## src/rtl/montre_sysid_reader.sv

```systemverilog
// ============================================================================
// Module  : montre_sysid_reader
// Brief   : Avalon-MM master that reads the sysid ID and timestamp words and
//           compares them with the expected build values.
//           Optional read timeout: define MONTRE_SYSID_READER_TIMEOUT_EN.
// Revision: 1.0 - initial release
// ============================================================================
`default_nettype none

module montre_sysid_reader #(
    parameter logic [31:0] EXPECTED_ID        = 32'h0000_0000,
    parameter logic [31:0] EXPECTED_TIMESTAMP = 32'd1665659394,
    parameter int          TIMEOUT_CYCLES     = 16
) (
    input  logic        clock,
    input  logic        reset,
    input  logic        start,
    output logic        avm_address,
    output logic        avm_read,
    input  logic        avm_waitrequest,
    input  logic        avm_readdatavalid,
    input  logic [31:0] avm_readdata,
    output logic        busy,
    output logic        done,
    output logic [31:0] id_value,
    output logic [31:0] ts_value,
    output logic        id_match,
    output logic        ts_match,
    output logic        timeout_err
);

    typedef enum logic [2:0] {
        S_IDLE    = 3'd0,
        S_RD_ID   = 3'd1,
        S_WAIT_ID = 3'd2,
        S_RD_TS   = 3'd3,
        S_WAIT_TS = 3'd4,
        S_FIN     = 3'd5
    } state_t;

    state_t      r_state;
    state_t      w_next;
    logic        w_in_read;
    logic        w_in_wait;
    logic        w_progress;
    logic        w_timeout;
    logic [31:0] r_id_value;
    logic [31:0] r_ts_value;
    logic        r_id_match;
    logic        r_ts_match;

    assign w_in_read  = (r_state == S_RD_ID)   || (r_state == S_RD_TS);
    assign w_in_wait  = (r_state == S_WAIT_ID) || (r_state == S_WAIT_TS);
    // A response arriving on the accept cycle itself is not progress here.
    assign w_progress = (w_in_read && !avm_waitrequest) ||
                        (w_in_wait && avm_readdatavalid);

`ifdef MONTRE_SYSID_READER_TIMEOUT_EN
    localparam logic [7:0] c_TIMEOUT_LAST = 8'(TIMEOUT_CYCLES - 1);

    logic [7:0] r_cnt;
    logic       r_timeout_err;

    assign w_timeout   = (w_in_read || w_in_wait) && (r_cnt >= c_TIMEOUT_LAST);
    assign timeout_err = r_timeout_err;

    always_ff @(posedge clock) begin
        if (reset) begin
            r_cnt         <= 8'd0;
            r_timeout_err <= 1'b0;
        end else begin
            if ((w_next == S_RD_ID && r_state != S_RD_ID) ||
                (w_next == S_RD_TS && r_state != S_RD_TS)) begin
                r_cnt <= 8'd0;
            end else if ((w_in_read || w_in_wait) && (r_cnt != 8'hFF)) begin
                r_cnt <= r_cnt + 8'd1;
            end
            if (r_state == S_IDLE && start) begin
                r_timeout_err <= 1'b0;
            end else if (w_timeout && !w_progress) begin
                r_timeout_err <= 1'b1;
            end
        end
    end
`else
    assign w_timeout   = 1'b0;
    assign timeout_err = 1'b0;
`endif

    always_ff @(posedge clock) begin
        if (reset) begin
            r_state <= S_IDLE;
        end else begin
            r_state <= w_next;
        end
    end

    always_comb begin
        w_next = r_state;
        case (r_state)
            S_IDLE:    if (start) w_next = S_RD_ID;
            S_RD_ID:   if (w_progress) w_next = S_WAIT_ID;
                       else if (w_timeout) w_next = S_FIN;
            S_WAIT_ID: if (w_progress) w_next = S_RD_TS;
                       else if (w_timeout) w_next = S_FIN;
            S_RD_TS:   if (w_progress) w_next = S_WAIT_TS;
                       else if (w_timeout) w_next = S_FIN;
            S_WAIT_TS: if (w_progress) w_next = S_FIN;
                       else if (w_timeout) w_next = S_FIN;
            S_FIN:     w_next = S_IDLE;
            default:   w_next = S_IDLE;
        endcase
    end

    // Match flags are resolved on the final capture edge so they are valid with done.
    always_ff @(posedge clock) begin
        if (reset) begin
            r_id_value <= 32'd0;
            r_ts_value <= 32'd0;
            r_id_match <= 1'b0;
            r_ts_match <= 1'b0;
        end else begin
            if (r_state == S_IDLE && start) begin
                r_id_match <= 1'b0;
                r_ts_match <= 1'b0;
            end
            if (r_state == S_WAIT_ID && avm_readdatavalid) begin
                r_id_value <= avm_readdata;
            end
            if (r_state == S_WAIT_TS && avm_readdatavalid) begin
                r_ts_value <= avm_readdata;
                r_ts_match <= (avm_readdata == EXPECTED_TIMESTAMP);
                r_id_match <= (r_id_value == EXPECTED_ID);
            end
        end
    end

    assign avm_read    = w_in_read;
    assign avm_address = (r_state == S_RD_TS);
    assign busy        = (r_state != S_IDLE);
    assign done        = (r_state == S_FIN);
    assign id_value    = r_id_value;
    assign ts_value    = r_ts_value;
    assign id_match    = r_id_match;
    assign ts_match    = r_ts_match;

endmodule

`default_nettype wire

```

## config.mk

```make
export PLATFORM = sky130hd
export DESIGN_NAME = montre_sysid_reader
export DESIGN_NICKNAME = d
export VERILOG_FILES = /design/src/rtl/montre_sysid_reader.sv
export SDC_FILE = /design/constraint.sdc
export NUM_CORES = 1
export LEC_CHECK = 0
export ABC_AREA = 1
export CAP_MARGIN = 20
export CORE_MARGIN = 1
export CORE_UTILIZATION = 40
export CTS_CLUSTER_DIAMETER = 200
export DETAILED_ROUTE_END_ITERATION = 10
export PLACE_DENSITY = 0.77
export SYNTH_ARGS = -nofsm -noshare
export SYNTH_HDL_FRONTEND = slang
export SYNTH_SLANG_ARGS = --single-unit
```

## constraint.sdc

```tcl
create_clock -name clock -period 1.2 [get_ports clock]
set_input_delay 0.24 -clock clock [delete_from_list [all_inputs] [get_ports clock]]
set_output_delay 0.24 -clock clock [all_outputs]
set_load 0.01 [all_outputs]
```

==> metrics.json <==
{
  "drt": {
    "routed-via-count": 3496,
    "drt_via_density": 5.23,
    "detail_route.wl_per_cell_um": 17.6,
    "drc": 0,
    "drtAntennaViolNets": 0,
    "drt_first_pass_iters": 4,
    "first_iter_violations": 193,
    "route.final.wire_length_um": 11700
  },
  "finish": {
    "fillerInstances": 424,
    "multiInputGateArea_um2": 1570,
    "finalNetCount": 604,
    "synthToLayoutAreaGrowth_pct": 92.2,
    "stdcell_area_um2": 5490,
    "drive_gt1_frac": 0.507,
    "seq_area_um2": 1420,
    "n_antenna_cell": 0
  },
  "clock_tree": {
    "clock-root-buffer": "sky130_fd_sc_hd__clkbuf_8",
    "cts-htree-levels": 3,
    "cts_hold_buffers": 0,
    "clk_pin_slew_worst_paths_ps": 80,
    "clock_sinks": 69,
    "ctsLongestPathBuffers": 2,
    "cts_tree": "built",
    "clock_insertion_delay_worst_skew_ps": 350,
    "cts_inserted_buffers": 9
  },
  "setup_path": {
    "worst_setup_path_end_kind": "register",
    "worst-path-max-fanout": 7,
    "r2r_start": "r_state[0]",
    "ordered_cell_list_for_the_critical_path": "buf_6 -> nor2_4 -> buf_6 -> nand3_4 -> buf_12 -> nor2_4 -> nand4_1 -> a21oi_2",
    "critical_path_arrival_ps": 1780,
    "timing.critical_path.to": "id_match",
    "setup.worst_path.start_class": "register",
    "critical_path_required_ps": 1470,
    "crit_slowest_cell": "sky130_fd_sc_hd__dfxtp_4",
    "timing_worst_setup_path_type": "reg -> reg",
    "worst-r2r-cell-count": 8,
    "r2r-end": "id_match",
    "startpoint": "r_state[0]",
    "timing.reg2reg.setup_slack_ps": -310,
    "critical-path-max-stage-delay_ps": 360
  },
  "sta": {
    "setup-violations-final": 74,
    "timing_hold_violations_final": 0,
    "slew_violations": 0,
    "hold_ws_ps": 456,
    "post-route-period-util": 1.26,
    "timing.clock.skew_ps": 12.2,
    "grt_setup_unrepaired": "true",
    "timing.final.crit_period_ps": 1510,
    "setup_ws_ps": -310,
    "timing.fmax_mhz": 662
  },
  "grt": {
    "grt_pass1_vias": 3369,
    "grt_max_degree": 34,
    "grt_first_pass_wirelength_um": 16500,
    "grt_antenna_before_repair": 0,
    "gr-usage-all-layers": 0.288,
    "global_route.overflow_total": 0
  },
  "power": {
    "net-switching-power_uw": 3360,
    "power.switching_fraction": 0.357,
    "power_density_nw_per_um2": 1720,
    "cellInternalPower_uw": 6060,
    "combPwrFrac": 0.465,
    "p_clk_frac": 0.221,
    "power.static_leakage_uw": 0.00228,
    "power.ir.vdd_worst_mv": 0.913,
    "seq_power_share": 0.314
  },
  "floorplanning": {
    "floorplan.die.width_um": 86.5,
    "design.core.area_um2": 6830,
    "initial_utilization": 0.418,
    "floorplan.rows": 30,
    "floorplan.io_pins": 108,
    "die_area_um2": 7480,
    "chip_height_um": 86.5
  },
  "flow_run": {
    "cap_violations": 0
  },
  "placed_design": {
    "dpl-instance-area_um2": 4290,
    "dp_hpwl_um": 5630,
    "quantity_of_i_o_buffers_inserted_on_ports": 106,
    "gp_congestion": 0.814
  },
  "logic_synthesis": {
    "synth_area_um2": 2850,
    "synth-warning-count": 0,
    "postSynthAreaPerCell_um2": 7.36,
    "seq_area_frac_synth": 0.484,
    "syn_inst_count": 388,
    "postSynthRegisterBits": 69,
    "synth_net_count": 425,
    "synth.distinct_cells": 25
  },
  "hold_path": {
    "min_path_type": "reg -> reg"
  },
  "outcome": {
    "result_of_the_run": "finished with violations",
    "violations_in_the_final_reports": "setup timing"
  }
}
## worst max-delay path: cells and delay by family, from the launching register on
kind / cells / cell delay (ps)
flops: 1 / 360
simple gates: 4 / 470
compound gates: 1 / 150
buf+inv: 3 / 450
## power groups by stage
stage	Clock [uW]	Sequential, uW	Combinational (uW)
2_1_floorplan	0	2980	1180
3_3_place_gp	0	2870	2670
3_5_place_dp	0	2880	2720
4_1_cts	2060	2900	3730
5_1_grt	2170	2970	4630
6_report	2080	2960	4380
## registers in the layout, summed over array words and instances, names as in the netlist
register,count
id_value,32
id_match,1
ts_value,32
ts_match,1
r_state,3
## metrics by stage
step                 util  TNS [ps]  instances  worst slack, ps  power (uW)
floorplan               -         0        388             46.4        4160
global placement    0.627    -18280        615             -318        5530
detailed placement  0.627    -19810        615             -385        5600
CTS                 0.770    -10960        659             -229        8680
global route        0.803    -18670        668             -340        9780
finish              0.803    -16040        668             -310        9420
## cells by family (layout without fill, tap and decap cells)
| family | Yosys count | in the layout | synth area share |
|---|---|---|---|
| AND/OR/NAND/NOR | 125 | 125 | 0.187 |
| AO/OA/AOI/OAI | 115 | 115 | 0.203 |
| buffers and inverters | 78 | 262 | 0.125 |
| flip-flops | 69 | 69 | 0.484 |
| other | 1 | 1 | 0.00131 |
## Yosys cell counts
cell / count / area, um^2
sky130_fd_sc_hd__nor2_1: 72 / 270
sky130_fd_sc_hd__dfxtp_1: 69 / 1380
sky130_fd_sc_hd__inv_1: 51 / 191
sky130_fd_sc_hd__o21ai_0: 51 / 255
sky130_fd_sc_hd__a21oi_1: 49 / 245
sky130_fd_sc_hd__nand2_1: 32 / 120
sky130_fd_sc_hd__o21ai_1: 14 / 70.1
sky130_fd_sc_hd__nand3_1: 7 / 35.0
sky130_fd_sc_hd__buf_6: 6 / 67.6
sky130_fd_sc_hd__buf_2: 5 / 25.0
sky130_fd_sc_hd__clkbuf_1: 5 / 18.8
sky130_fd_sc_hd__inv_2: 5 / 18.8
sky130_fd_sc_hd__buf_4: 3 / 22.5
sky130_fd_sc_hd__nand2_2: 3 / 18.8
sky130_fd_sc_hd__nor2_2: 3 / 18.8
sky130_fd_sc_hd__clkbuf_2: 2 / 10.0
sky130_fd_sc_hd__nand2_4: 2 / 22.5
sky130_fd_sc_hd__nand3b_1: 2 / 15.0
sky130_fd_sc_hd__a211oi_1: 1 / 7.51
sky130_fd_sc_hd__clkinv_1: 1 / 3.75
sky130_fd_sc_hd__conb_1: 1 / 3.75
sky130_fd_sc_hd__nand3_2: 1 / 10.0
sky130_fd_sc_hd__nand4_1: 1 / 6.26
sky130_fd_sc_hd__nor2_4: 1 / 11.3
sky130_fd_sc_hd__nor3_1: 1 / 5.00
## layer usage
metal  vias to the layer above  wire length, um  GRT usage
met3                        46              769     0.0686
met5                         -                0          0
met4                         0              422      0.112
met1                      1681             4610      0.327
li1                       1596                -          -
met2                       173             5930      0.522
## area by class of cell
class | count | share of cell area
multi-input combinational | 241 | 0.287
timing repair buffer | 189 | 0.353
sequential | 69 | 0.259
clock buffer | 12 | 0.0246
tap | 96 | 0.0219
clock inverter | 4 | 0.0132
inverter | 57 | 0.0411
## worst min path at each step
stage	start	end	slack, ps	cells past startpoint
2_1_floorplan	reset	id_match	310	1
4_1_cts	ts_value[1]	ts_value[1]	450	2
3_5_place_dp	ts_value[11]	ts_value[11]	430	2
3_3_place_gp	ts_value[10]	ts_value[10]	430	2
6_report	ts_value[11]	ts_value[11]	460	2
5_1_grt	ts_value[11]	ts_value[11]	480	2
## cell usage in the layout, fill, tap and decap left out, types with 3 or more instances in the layout
cell and instances:
sky130_fd_sc_hd__buf_4 46, sky130_fd_sc_hd__nand3_1 4, sky130_fd_sc_hd__nor2_4 11, sky130_fd_sc_hd__o21ai_1 29, sky130_fd_sc_hd__buf_12 9, sky130_fd_sc_hd__clkdlybuf4s15_1 16, sky130_fd_sc_hd__clkdlybuf4s50_1 36, sky130_fd_sc_hd__o21ai_4 4
sky130_fd_sc_hd__nor2_2 10, sky130_fd_sc_hd__dfxtp_4 4, sky130_fd_sc_hd__clkbuf_1 3, sky130_fd_sc_hd__inv_1 49, sky130_fd_sc_hd__clkbuf_2 25, sky130_fd_sc_hd__dfxtp_1 44, sky130_fd_sc_hd__buf_16 9, sky130_fd_sc_hd__nand2_1 27
sky130_fd_sc_hd__a21oi_1 7, sky130_fd_sc_hd__buf_2 6, sky130_fd_sc_hd__clkdlybuf4s15_2 19, sky130_fd_sc_hd__a21oi_2 41, sky130_fd_sc_hd__nand2_2 6, sky130_fd_sc_hd__nand2_4 4, sky130_fd_sc_hd__inv_2 5, sky130_fd_sc_hd__nor2_1 55
sky130_fd_sc_hd__dfxtp_2 21, sky130_fd_sc_hd__o21ai_2 27, sky130_fd_sc_hd__clkbuf_8 9, sky130_fd_sc_hd__nand3_2 3, sky130_fd_sc_hd__buf_6 17, sky130_fd_sc_hd__o21ai_0 5, sky130_fd_sc_hd__dlygate4sd2_1 3
## timing repair
| item | CTS | global route |
|---|---|---|
| endpoints found under the setup margin | 139 | 128 |
| buffers inserted | 18 | 13 |
| pin swaps | 48 | 22 |
| resized for setup | 294 | 146 |
| gates cloned | 10 | 1 |
Power figures use the tool's default switching activity.
